## src/rtl/arb_pkg.sv

```systemverilog
// Shared types for the arbiter output buffer: stored beat layout, frame FSM states
// and mode encodings.
package arb_pkg;

  localparam int ARB_DW = 32;

  localparam logic [1:0] MODE_INACTIVE = 2'b00;

  typedef struct packed {
    logic              src;
    logic [1:0]        mode;
    logic [7:0]        proc_val;
    logic [ARB_DW-1:0] data;
  } arb_entry_t;

  typedef enum logic [1:0] {
    IDLE,
    RUN,
    DONE
  } frame_state_e;

endpackage

```

## src/rtl/arb_fifo_mem.sv

```systemverilog
// Register-array storage for the arbiter output FIFO: one synchronous write port,
// one asynchronous read port so the head is available in the same cycle.
module arb_fifo_mem
  import arb_pkg::*;
#(
  parameter int DEPTH = 16,
  localparam int AW = $clog2(DEPTH)
) (
  input  logic          clk,
  input  logic          we,
  input  logic [AW-1:0] waddr,
  input  arb_entry_t    wdata,
  input  logic [AW-1:0] raddr,
  output arb_entry_t    rdata
);

  arb_entry_t mem [DEPTH];

  always_ff @(posedge clk) begin
    if (we) begin
      mem[waddr] <= wdata;
    end
  end

  assign rdata = mem[raddr];

endmodule

```

## src/rtl/arb_out_fifo.sv

```systemverilog
// First-word-fall-through buffer between the two-slave arbiter and master-0, with a
// frame-completion tracker that counts drained beats against a programmed length.
module arb_out_fifo
  import arb_pkg::*;
#(
  parameter int DW       = 32,
  parameter int DEPTH    = 16,
  parameter int AF_LEVEL = 14,
  parameter int FLW      = 16
) (
  input  logic                     clk,
  input  logic                     rst_n,
  input  logic                     wr_valid,
  input  logic [DW-1:0]            wr_data,
  input  logic [1:0]               wr_mode,
  input  logic [7:0]               wr_proc_val,
  input  logic                     wr_src,
  output logic                     fifo_full,
  output logic                     almost_full,
  output logic                     fifo_empty,
  output logic [$clog2(DEPTH):0]   occupancy,
  output logic                     rd_valid,
  input  logic                     rd_ready,
  output logic [DW-1:0]            rd_data,
  output logic [1:0]               rd_mode,
  output logic [7:0]               rd_proc_val,
  output logic                     rd_src,
  input  logic [FLW-1:0]           frame_len,
  input  logic                     cmplt_clr,
  output logic                     mstr0_cmplt,
  output logic                     overflow_err
);

  localparam int AW = $clog2(DEPTH);
  localparam int OW = AW + 1;

  if (DW != ARB_DW) begin : g_dw_check
    $error("arb_out_fifo: DW must equal arb_pkg::ARB_DW");
  end

  logic [AW-1:0]  wr_ptr;
  logic [AW-1:0]  rd_ptr;
  logic [OW-1:0]  occ;
  logic           push;
  logic           pop;
  arb_entry_t     wr_entry;
  arb_entry_t     head;
  frame_state_e   state;
  logic [FLW-1:0] frame_cnt;
  logic [FLW-1:0] len_q;

  // Flags come from the registered count, so they lag the causing edge by one cycle.
  assign fifo_full   = (occ == OW'(DEPTH));
  assign almost_full = (occ >= OW'(AF_LEVEL));
  assign fifo_empty  = (occ == '0);
  assign occupancy   = occ;
  assign rd_valid    = !fifo_empty;

  assign push = wr_valid && !fifo_full;
  assign pop  = rd_valid && rd_ready;

  assign wr_entry = '{src: wr_src, mode: wr_mode, proc_val: wr_proc_val, data: wr_data};

  arb_fifo_mem #(
    .DEPTH (DEPTH)
  ) u_mem (
    .clk   (clk),
    .we    (push),
    .waddr (wr_ptr),
    .wdata (wr_entry),
    .raddr (rd_ptr),
    .rdata (head)
  );

  // Stale array contents never leak out: an empty FIFO presents an all-zero head.
  assign rd_data     = fifo_empty ? '0            : head.data;
  assign rd_mode     = fifo_empty ? MODE_INACTIVE : head.mode;
  assign rd_proc_val = fifo_empty ? '0            : head.proc_val;
  assign rd_src      = fifo_empty ? 1'b0          : head.src;

  always_ff @(posedge clk or negedge rst_n) begin
    if (!rst_n) begin
      wr_ptr       <= '0;
      rd_ptr       <= '0;
      occ          <= '0;
      overflow_err <= 1'b0;
    end else begin
      if (push) begin
        wr_ptr <= wr_ptr + AW'(1);
      end
      if (pop) begin
        rd_ptr <= rd_ptr + AW'(1);
      end
      case ({push, pop})
        2'b10:   occ <= occ + OW'(1);
        2'b01:   occ <= occ - OW'(1);
        default: occ <= occ;
      endcase
      if (wr_valid && fifo_full) begin
        overflow_err <= 1'b1;
      end
    end
  end

  // Frame tracker: pops while DONE drain freely but are not counted toward a new frame.
  always_ff @(posedge clk or negedge rst_n) begin
    if (!rst_n) begin
      state       <= IDLE;
      frame_cnt   <= '0;
      len_q       <= '0;
      mstr0_cmplt <= 1'b0;
    end else begin
      case (state)
        IDLE: begin
          if (pop && (frame_len != '0)) begin
            len_q     <= frame_len;
            frame_cnt <= FLW'(1);
            if (frame_len == FLW'(1)) begin
              state       <= DONE;
              mstr0_cmplt <= 1'b1;
            end else begin
              state <= RUN;
            end
          end
        end
        RUN: begin
          if (pop) begin
            frame_cnt <= frame_cnt + FLW'(1);
            if ((frame_cnt + FLW'(1)) == len_q) begin
              state       <= DONE;
              mstr0_cmplt <= 1'b1;
            end
          end
        end
        DONE: begin
          if (cmplt_clr) begin
            state       <= IDLE;
            frame_cnt   <= '0;
            mstr0_cmplt <= 1'b0;
          end
        end
        default: begin
          state <= IDLE;
        end
      endcase
    end
  end

endmodule
```

## config.mk

```make
export PLATFORM = sky130hd
export DESIGN_NAME = arb_out_fifo
export DESIGN_NICKNAME = d
export VERILOG_FILES = /design/src/rtl/arb_pkg.sv /design/src/rtl/arb_fifo_mem.sv /design/src/rtl/arb_out_fifo.sv
export SDC_FILE = /design/constraint.sdc
export NUM_CORES = 1
export LEC_CHECK = 0
export ABC_AREA = 1
export CAP_MARGIN = 20
export CORE_ASPECT_RATIO = 1.4
export CORE_MARGIN = 1
export CORE_UTILIZATION = 41
export CTS_CLUSTER_DIAMETER = 150
export CTS_CLUSTER_SIZE = 8
export DETAILED_ROUTE_END_ITERATION = 6
export GPL_ROUTABILITY_DRIVEN = 0
export GPL_TIMING_DRIVEN = 0
export PLACE_DENSITY = 0.55
export RECOVER_POWER = 25
export SETUP_SLACK_MARGIN = 0.02
export SYNTH_ARGS = -nofsm -noshare
export SYNTH_HDL_FRONTEND = slang
export SYNTH_SLANG_ARGS = --single-unit
export TNS_END_PERCENT = 10
```

## constraint.sdc

```tcl
create_clock -name clk -period 4.7 [get_ports clk]
set_clock_uncertainty 0.2 [all_clocks]
set_input_delay 0.705 -clock clk [delete_from_list [all_inputs] [get_ports clk]]
set_output_delay 0.705 -clock clk [all_outputs]
set_load 0.005 [all_outputs]
```

Word level (Yosys, flattened, before mapping):

Memories as Yosys holds them, arrays and structs flattened.
Index checks and enable logic that the tools add are counted.

* flip-flop bits (word level): 49
* memory bits (writable): 688
* input port bits: 64
* output and inout port bits: 54
* memories: 1

* $add $sub $neg: 5
* order comparisons: 1
* eq/ne operators: 12
* multiplexer cells: 23
* reduce and logical (&&, ||, !) cells: 15

Memories
* u_mem.mem: depth 16, width 43, rd ports 1, clocked after memory_dff 0, write ports 1, RTL line arb_fifo_mem.sv:17 `arb_entry_t mem [DEPTH];`

Operators by type and width (count)
* $mux W16: 3
* $pmux W16 S3: 1
* $mux W32: 1
* $add A16 B1 Y16 const B: 1
* $eq A16 B1 Y1 const B: 1
* $eq A16 B16 Y1: 1
* $reduce_bool A16 Y1: 1
* $mux W2: 6
* $ne A2 B2 Y1 const B: 5
* $pmux W5 S2: 1
* $add A4 B1 Y4 const B: 2
* $mux W1: 8
* $mux W8: 1
* $reduce_and A4 Y1: 2
* $pmux W2 S3: 1
* $reduce_and A6 Y1: 1
* $add A5 B1 Y5 const B: 1
* $eq A5 B5 Y1 const B: 1
* $ge A5 B4 Y1 const B: 1
* $logic_not A5 Y1: 1
* $sub A5 B1 Y5 const B: 1
* $eq A2 B1 Y1 const B: 2
* $eq A2 B2 Y1 const B: 2
* $logic_and A1 B1 Y1: 4
* 6 further kinds: 7

Depth between registers and ports, before layout:

Gate-level depths: netlist of run 1.

* depth after elaboration: 6
* mapped depth: 16

Modules after synthesis:

A second synthesis of run 1 with hierarchy kept.

* cell total of the unflattened synthesis: 3290
* area, all modules: 32732.6 um2

By module, submodules not included
* arb_fifo_mem: instances 1, cells an instance 2795, area each 29400.7 um2, sequential area each 20659.8 um2
* arb_out_fifo: instances 1, cells an instance 495, area each 3331.9 um2, sequential area each 1226.2 um2

Worst setup path after synthesis of run 1:

Ideal clock, no wire load.

* path kind: input -> register
* start point: in wr_valid
* end point: mem u_mem.mem[11][0] (netlist name) (enable)
* library setup time: 0.444 ns
* arrival time: 2.889 ns
* required time: 4.056 ns
* setup slack: 1.168 ns
* stages on the path: 4
* path buffers: 0
* path through: nand2_1 > inv_1 > nand2_1 > nor2_1

* cells in the longest elaborated chain, start to end: 3

Ends and longest elaborated chain
* start: declaration: RTL line arb_out_fifo.sv:13 `input logic wr_valid,`
* $logic_and A1 B1 Y1: RTL line arb_out_fifo.sv:59 `assign push = wr_valid && !fifo_full;`
* $mux W1: RTL line arb_fifo_mem.sv:20 `if (we) begin`
* $mux W1 (not written as such): RTL line arb_fifo_mem.sv:21 `mem[waddr] <= wdata;`
* end: declaration: RTL line arb_fifo_mem.sv:17

Every way passes these cells.

Worst setup path after layout of run 1:

* start point: reg rd_ptr[0]
* end point: out rd_data[20]

* cells in the longest elaborated chain, start to end: 2

Ends and longest elaborated chain
* start: declaration: RTL line arb_out_fifo.sv:42 `logic [AW-1:0] rd_ptr;`
* start signal: assignment: RTL line arb_out_fifo.sv:92 `rd_ptr <= rd_ptr + AW'(1);`
* $mem_v2 Z16 W43
* $mux W32: RTL line arb_out_fifo.sv:76 `assign rd_data = fifo_empty ? '0 : head.data;`
* end: declaration: RTL line arb_out_fifo.sv:24 `output logic [DW-1:0] rd_data,`

Every way passes these cells.

==> flow_summary.toml, run 1 <==
[sta]
holdWs_ns = 0.2687
period_share = 0.9935
maxSlewViolCount = 0
tightest_slew_ns = 1.201
max_freq_mhz = 214.2
hold_viol = 0
min_period_ns = 4.670
finalSetupTns_ns = 0
grt_setup_unrepaired = "true"
setup_ws_ns = 0.03044
max-slew-margin-rel = 0.1991
setup_viol = 0

[logic_synthesis]
yosysSeqAreaShare = 0.7382
synth.top_cells.by_count = "edfxtp_1 (688), nor2_1 (435), o21ai_0 (382)"
syn_area_per_cell_um2 = 12.91
synth_area_mm2 = 0.02965
synth_area_leader_cell = "edfxtp_1"
syn-num-nets = 2376
synth.top_cell.area_share = 0.6968
ys_ff_latch = 737
syn_inst = 2297
yosysWarnings = 0
yosysUniqueCellTypes = 42
netlist_top_cells_area = "edfxtp_1 (70%), o21ai_0 (6.4%), nor2_1 (5.5%)"
synth_edf_count = 688
synthArstFlopShare = 0.06649
synth_top_flop_cell = "edfxtp_1"
yosys.cell_count.top_type = "edfxtp_1"

[worst_setup_path]
startpoint_type = "flop"
required_ns = 3.80
cpMostUsedCell = "buf_2"
end_kind = "output pin"
cp_max_fo = 10
crit_path_max_incr_delay_ns = 0.58
regToRegSetupSlack_ns = 1.71
critical_path_arrival_ns = 3.76
path_class = "flop to output pin"
path_cells = "inv_1, buf_2, buf_2, clkbuf_1, nor2_1, o22ai_1, o21ai_0, a21oi_1, clkdlybuf4s50_1"
cp_slowest_cell = "clkdlybuf4s50_1"

[clocking]
cts_buffer_depth = 3
numCtsBuffers = 102
cts_setup_buffers = 0
clk_pin_slew_ns = 0.05
h-tree-depth = 3
cts_sinks = 737
cts_tree = "done"
cts_root_buf = "clkbuf_16"
clk_latency_ns = 0.67

[final_layout]
area_growth_pct = 20.58
num-fill-cells = 6187
stdcell_count = 3557
nets = 2632
seq_area_mm2 = 0.02189
drive_above_1_share = 0.09728
fin_area_mm2 = 0.03575
multi_input_area_mm2 = 0.007036

[routing]
met1Wirelength_um = 37360
antenna_left = 0
met3_length_um = 5712
drcViolationCount = 0
dr_wl_met2_um = 49840
dr_total_vias = 20849
routed_wl_um = 97120
drtPass1Iterations = 6
avgRoutedWirePerCell_um = 27.30
routed.top_layer = "met4"
drt_iter0_markers = 2286
viasPerCell = 5.861

[placed_design]
dp_slack_ns = 0.2130
dp_cells = 3393
portBuffers = 117
post_dp_cell_area_mm2 = 0.03281
hpwl_um = 64180

[power_and_ir_drop]
p_leak_nw = 11.77
power_density_mw_per_mm2 = 666.5
ir_drop_v = 0.0004427

[die]
dieArea_mm2 = 0.07341
die_x_um = 229.3
initial_core_util = 0.4144
rows = 116
core_mm2 = 0.07155
io_pins = 118
die_h_um = 320.2

[global_route]
grt_usage = 0.2640
grt_pass1_wl_um = 140500
grt_max_degree = 36
grt_antenna_before_repair = 2
grt_pass1_vias = 21479
gr-total-overflow = 0

[job]
maxCapViolations = 0

[run_status]
status = "complete, no violations"

[hold_path]
hp-class = "flop to flop"
## sequential cells by signal (all words and copies together), names as in the netlist
register	cells
frame_cnt	16
overflow_err	1
occupancy	5
u_mem.mem	688
state	2
len_q	16
wr_ptr	4
mstr0_cmplt	1
rd_ptr	4
## cell type report
type                       instances  area share
clock buffer                     154     0.07686
clock inverter                     8    0.002975
inverter                          63    0.006720
tap                              944     0.03304
timing repair buffer             153     0.05236
antenna                            2   0.0001400
sequential                       737      0.6122
multi-input combinational       1346      0.1968
buffer                           150     0.01890
## repair_timing
item                       CTS  global route
cloned                       0             0
resized for setup           33            32
hold endpoints to repair    14             0
setup endpoints to repair   42            32
hold buffers                 1             0
## worst paths after layout
| check | from | endpoint | cells after the start |
|---|---|---|---|
| max in group asynchronous | rst_n | frame_cnt[10] | 3 |
| max | rd_ptr[0] | rd_data[20] | 9 |
| min | mstr0_cmplt | mstr0_cmplt | 2 |
| min in group asynchronous | rst_n | overflow_err | 2 |
| min reg2reg | mstr0_cmplt | mstr0_cmplt | 2 |
| max reg2reg | occupancy[1] | occupancy[4] | 16 |
## metal layers
layer / up-vias / global-route usage
li1: 9090 / -
met1: 10596 / 0.3149
met2: 931 / 0.4669
met3: 232 / 0.03618
met4: 0 / 0.1298
met5: - / 0
## critical path: cells and delay by family (launching register included)
kind / cells / cell delay [ns]
buffers and inverters: 5 / 1.85
AO/OA/AOI/OAI: 3 / 0.68
flip-flops: 1 / 0.47
AND/OR/NAND/NOR: 1 / 0.08
## logic make-up after synthesis
group,after synthesis,share of synthesized area
flip-flops,737,0.7382
AND/OR/NAND/NOR,688,0.09618
AO/OA/AOI/OAI,629,0.1257
buffers and inverters,214,0.02857
adder cells (fa/ha/maj),15,0.006583
XOR/XNOR,12,0.004009
multiplexers,2,0.0007596
## where the power goes
| part | internal (mW) | switching (mW) | total (mW) |
|---|---|---|---|
| sequential | 7.95 | 0.274 | 8.22 |
| clock | 3.97 | 2.72 | 6.70 |
| combinational | 2.81 | 6.10 | 8.91 |
| total | 14.7 | 9.09 | 23.8 |
## stage by stage
stage	total power, mW	utilization
floorplan	12.59	-
global placement	16.82	0.4472
detailed placement	17.15	0.4586
CTS	23.87	0.4993
global route	24.80	0.4996
finish	23.83	0.4996
## cell usage in the layout (no fill, tap or decap), types with 3 or more instances in the layout
master / n
a21oi_1: 50
buf_1: 6
buf_12: 30
buf_2: 20
buf_6: 3
clkbuf_1: 129
clkbuf_16: 102
clkbuf_2: 43
clkdlybuf4s50_1: 91
dfrtp_1: 49
dlygate4sd3_1: 26
edfxtp_1: 688
ha_1: 14
inv_1: 58
inv_6: 4
nand2_1: 116
nand2_2: 6
nand3_1: 105
nand4_1: 12
nor2_1: 419
nor2_4: 20
o21ai_0: 382
o21ai_1: 18
o221ai_1: 136
o22ai_1: 36
xor2_1: 9
Power figures use the tool's default switching activity.
==> inputs of run 2 (changes only) <==
--- a/config.mk
+++ b/config.mk
@@ -18,6 +18,7 @@
 export PLACE_DENSITY = 0.55
 export RECOVER_POWER = 25
 export SETUP_SLACK_MARGIN = 0.02
+export SKIP_CTS_REPAIR_TIMING = 1
 export SYNTH_ARGS = -nofsm -noshare
 export SYNTH_HDL_FRONTEND = slang
 export SYNTH_SLANG_ARGS = --single-unit
==> flow_summary.toml, run 2 (synthesis results as in run 1) <==
[final_layout]
stdcell_count = 3557
largest_reg_flops = 688
largest-register = "u_mem.mem"
nets = 2632
final_cell_mix = "edfxtp_1 (688), nor2_1 (419), o21ai_0 (382)"
final_common_cell = "edfxtp_1"
num-fill-cells = 6188
top_regs = "u_mem.mem: 688 flops, frame_cnt: 16 flops, len_q: 16 flops"
area_growth_pct = 20.57
finish.utilization = 0.4996
drive_above_1_share = 0.09843

[die]
initial_core_util = 0.4144
core_mm2 = 0.07155
die_h_um = 320.2
io_pins = 118
rows = 116
dieArea_mm2 = 0.07341
die_x_um = 229.3

[placed_design]
portBuffers = 117
dp_cells = 3393
dp_slack_ns = 0.2130
hpwl_um = 64180

[global_route]
grt_pass1_vias = 21468
grt_usage = 0.2641
grt_antenna_before_repair = 2
gr-total-overflow = 0
grt_max_degree = 36
grt_pass1_wl_um = 140500

[routing]
dr_total_vias = 20914
drcViolationCount = 0
routed_wl_um = 97240
drtPass1Iterations = 6
avgRoutedWirePerCell_um = 27.34
antenna_left = 0
viasPerCell = 5.880
drt_iter0_markers = 2133

[worst_setup_path]
path_class = "flop to output pin"
end_kind = "output pin"
startpoint_type = "flop"
cp_max_fo = 10
critical_path_arrival_ns = 3.75
required_ns = 3.80

[sta]
setup_ws_ns = 0.04290
max_freq_mhz = 214.7
setup_viol = 0
maxSlewViolCount = 0
hold_viol = 0
min_period_ns = 4.657
max-slew-margin-rel = 0.2059
tightest_slew_ns = 1.191
grt_setup_unrepaired = "true"
period_share = 0.9909

[power_and_ir_drop]
p_leak_nw = 11.78
power_mw = 23.85
ir_drop_v = 0.0004423
power_density_mw_per_mm2 = 667.2

[clocking]
clk_pin_slew_ns = 0.05
cts_root_buf = "clkbuf_16"
cts_sinks = 737
h-tree-depth = 3
numCtsBuffers = 102
clk_latency_ns = 0.67
cts_buffer_depth = 3
cts_tree = "done"

[job]
maxCapViolations = 0

[run_status]
status = "complete, no violations"

[hold_path]
hp-class = "flop to flop"
## run 2: cell types whose count changed in the layout (fill, tap and decap cells not counted), sizes merged
cell,delta
buf,-1
clkdlybuf4s15,-2
clkinv,-1
clkbuf,+3
clkinvlp,+1
## run 2: cell type report
cell class	count	area (um2)	area share
antenna	2	5.005	0.0001400
buffer	150	668.1	0.01869
clock buffer	154	2748	0.07686
clock inverter	8	106.4	0.002975
inverter	63	242.7	0.006790
multi-input combinational	1346	7039	0.1969
sequential	737	21890	0.6122
tap	944	1181	0.03304
timing repair buffer	153	1872	0.05236
## run 2: path summary, 6_finish.rpt
check | endpoint | slack [ns] | start | cells past startpoint
min in group asynchronous | overflow_err | 0.60 | rst_n | 2
worst min-delay path | mstr0_cmplt | 0.27 | mstr0_cmplt | 2
max in group asynchronous | frame_cnt[10] | 2.89 | rst_n | 3
worst max register to register | occupancy[4] | 1.71 | occupancy[1] | 16
worst min register to register | mstr0_cmplt | 0.27 | mstr0_cmplt | 2
worst max-delay path | rd_proc_val[1] | 0.04 | rd_ptr[0] | 8
## run 2: power breakdown
group          switching [mW]  internal [mW]  leakage (nW)  total [mW]
registers               0.278           7.94          6.83        8.22
logic                    6.10           2.81          3.58        8.92
clock network            2.73           3.97          1.37        6.71
total                    9.12           14.7          11.8        23.8
## run 2: routing by layer
metal	share of wire	vias up	GRT usage
li1	-	9101	-
met1	0.38	10567	0.3147
met2	0.52	1012	0.4698
met3	0.063	234	0.03592
met5	0	-	0
met4	0.042	0	0.1252
## run 2: per-stage QoR
step	TNS (ns)	hold slack [ns]	area [um2]
floorplan	0	0.2094	29650
finish	0	0.2682	35750
global route	-0.1408	0.2963	35750
detailed placement	0	0.2587	32810
global placement	-1234.45	0.2507	32000
CTS	-7.354	-0.2013	35670
## run 2: worst max-delay path: stages (launching register included)
cell and delay [ns]:
dfrtp_1 0.48, buf_2 0.31, buf_2 0.33, clkbuf_1 0.67, nor2_1 0.12, o221ai_1 0.31
nand3_1 0.12, a21oi_1 0.20, clkdlybuf4s50_1 0.54
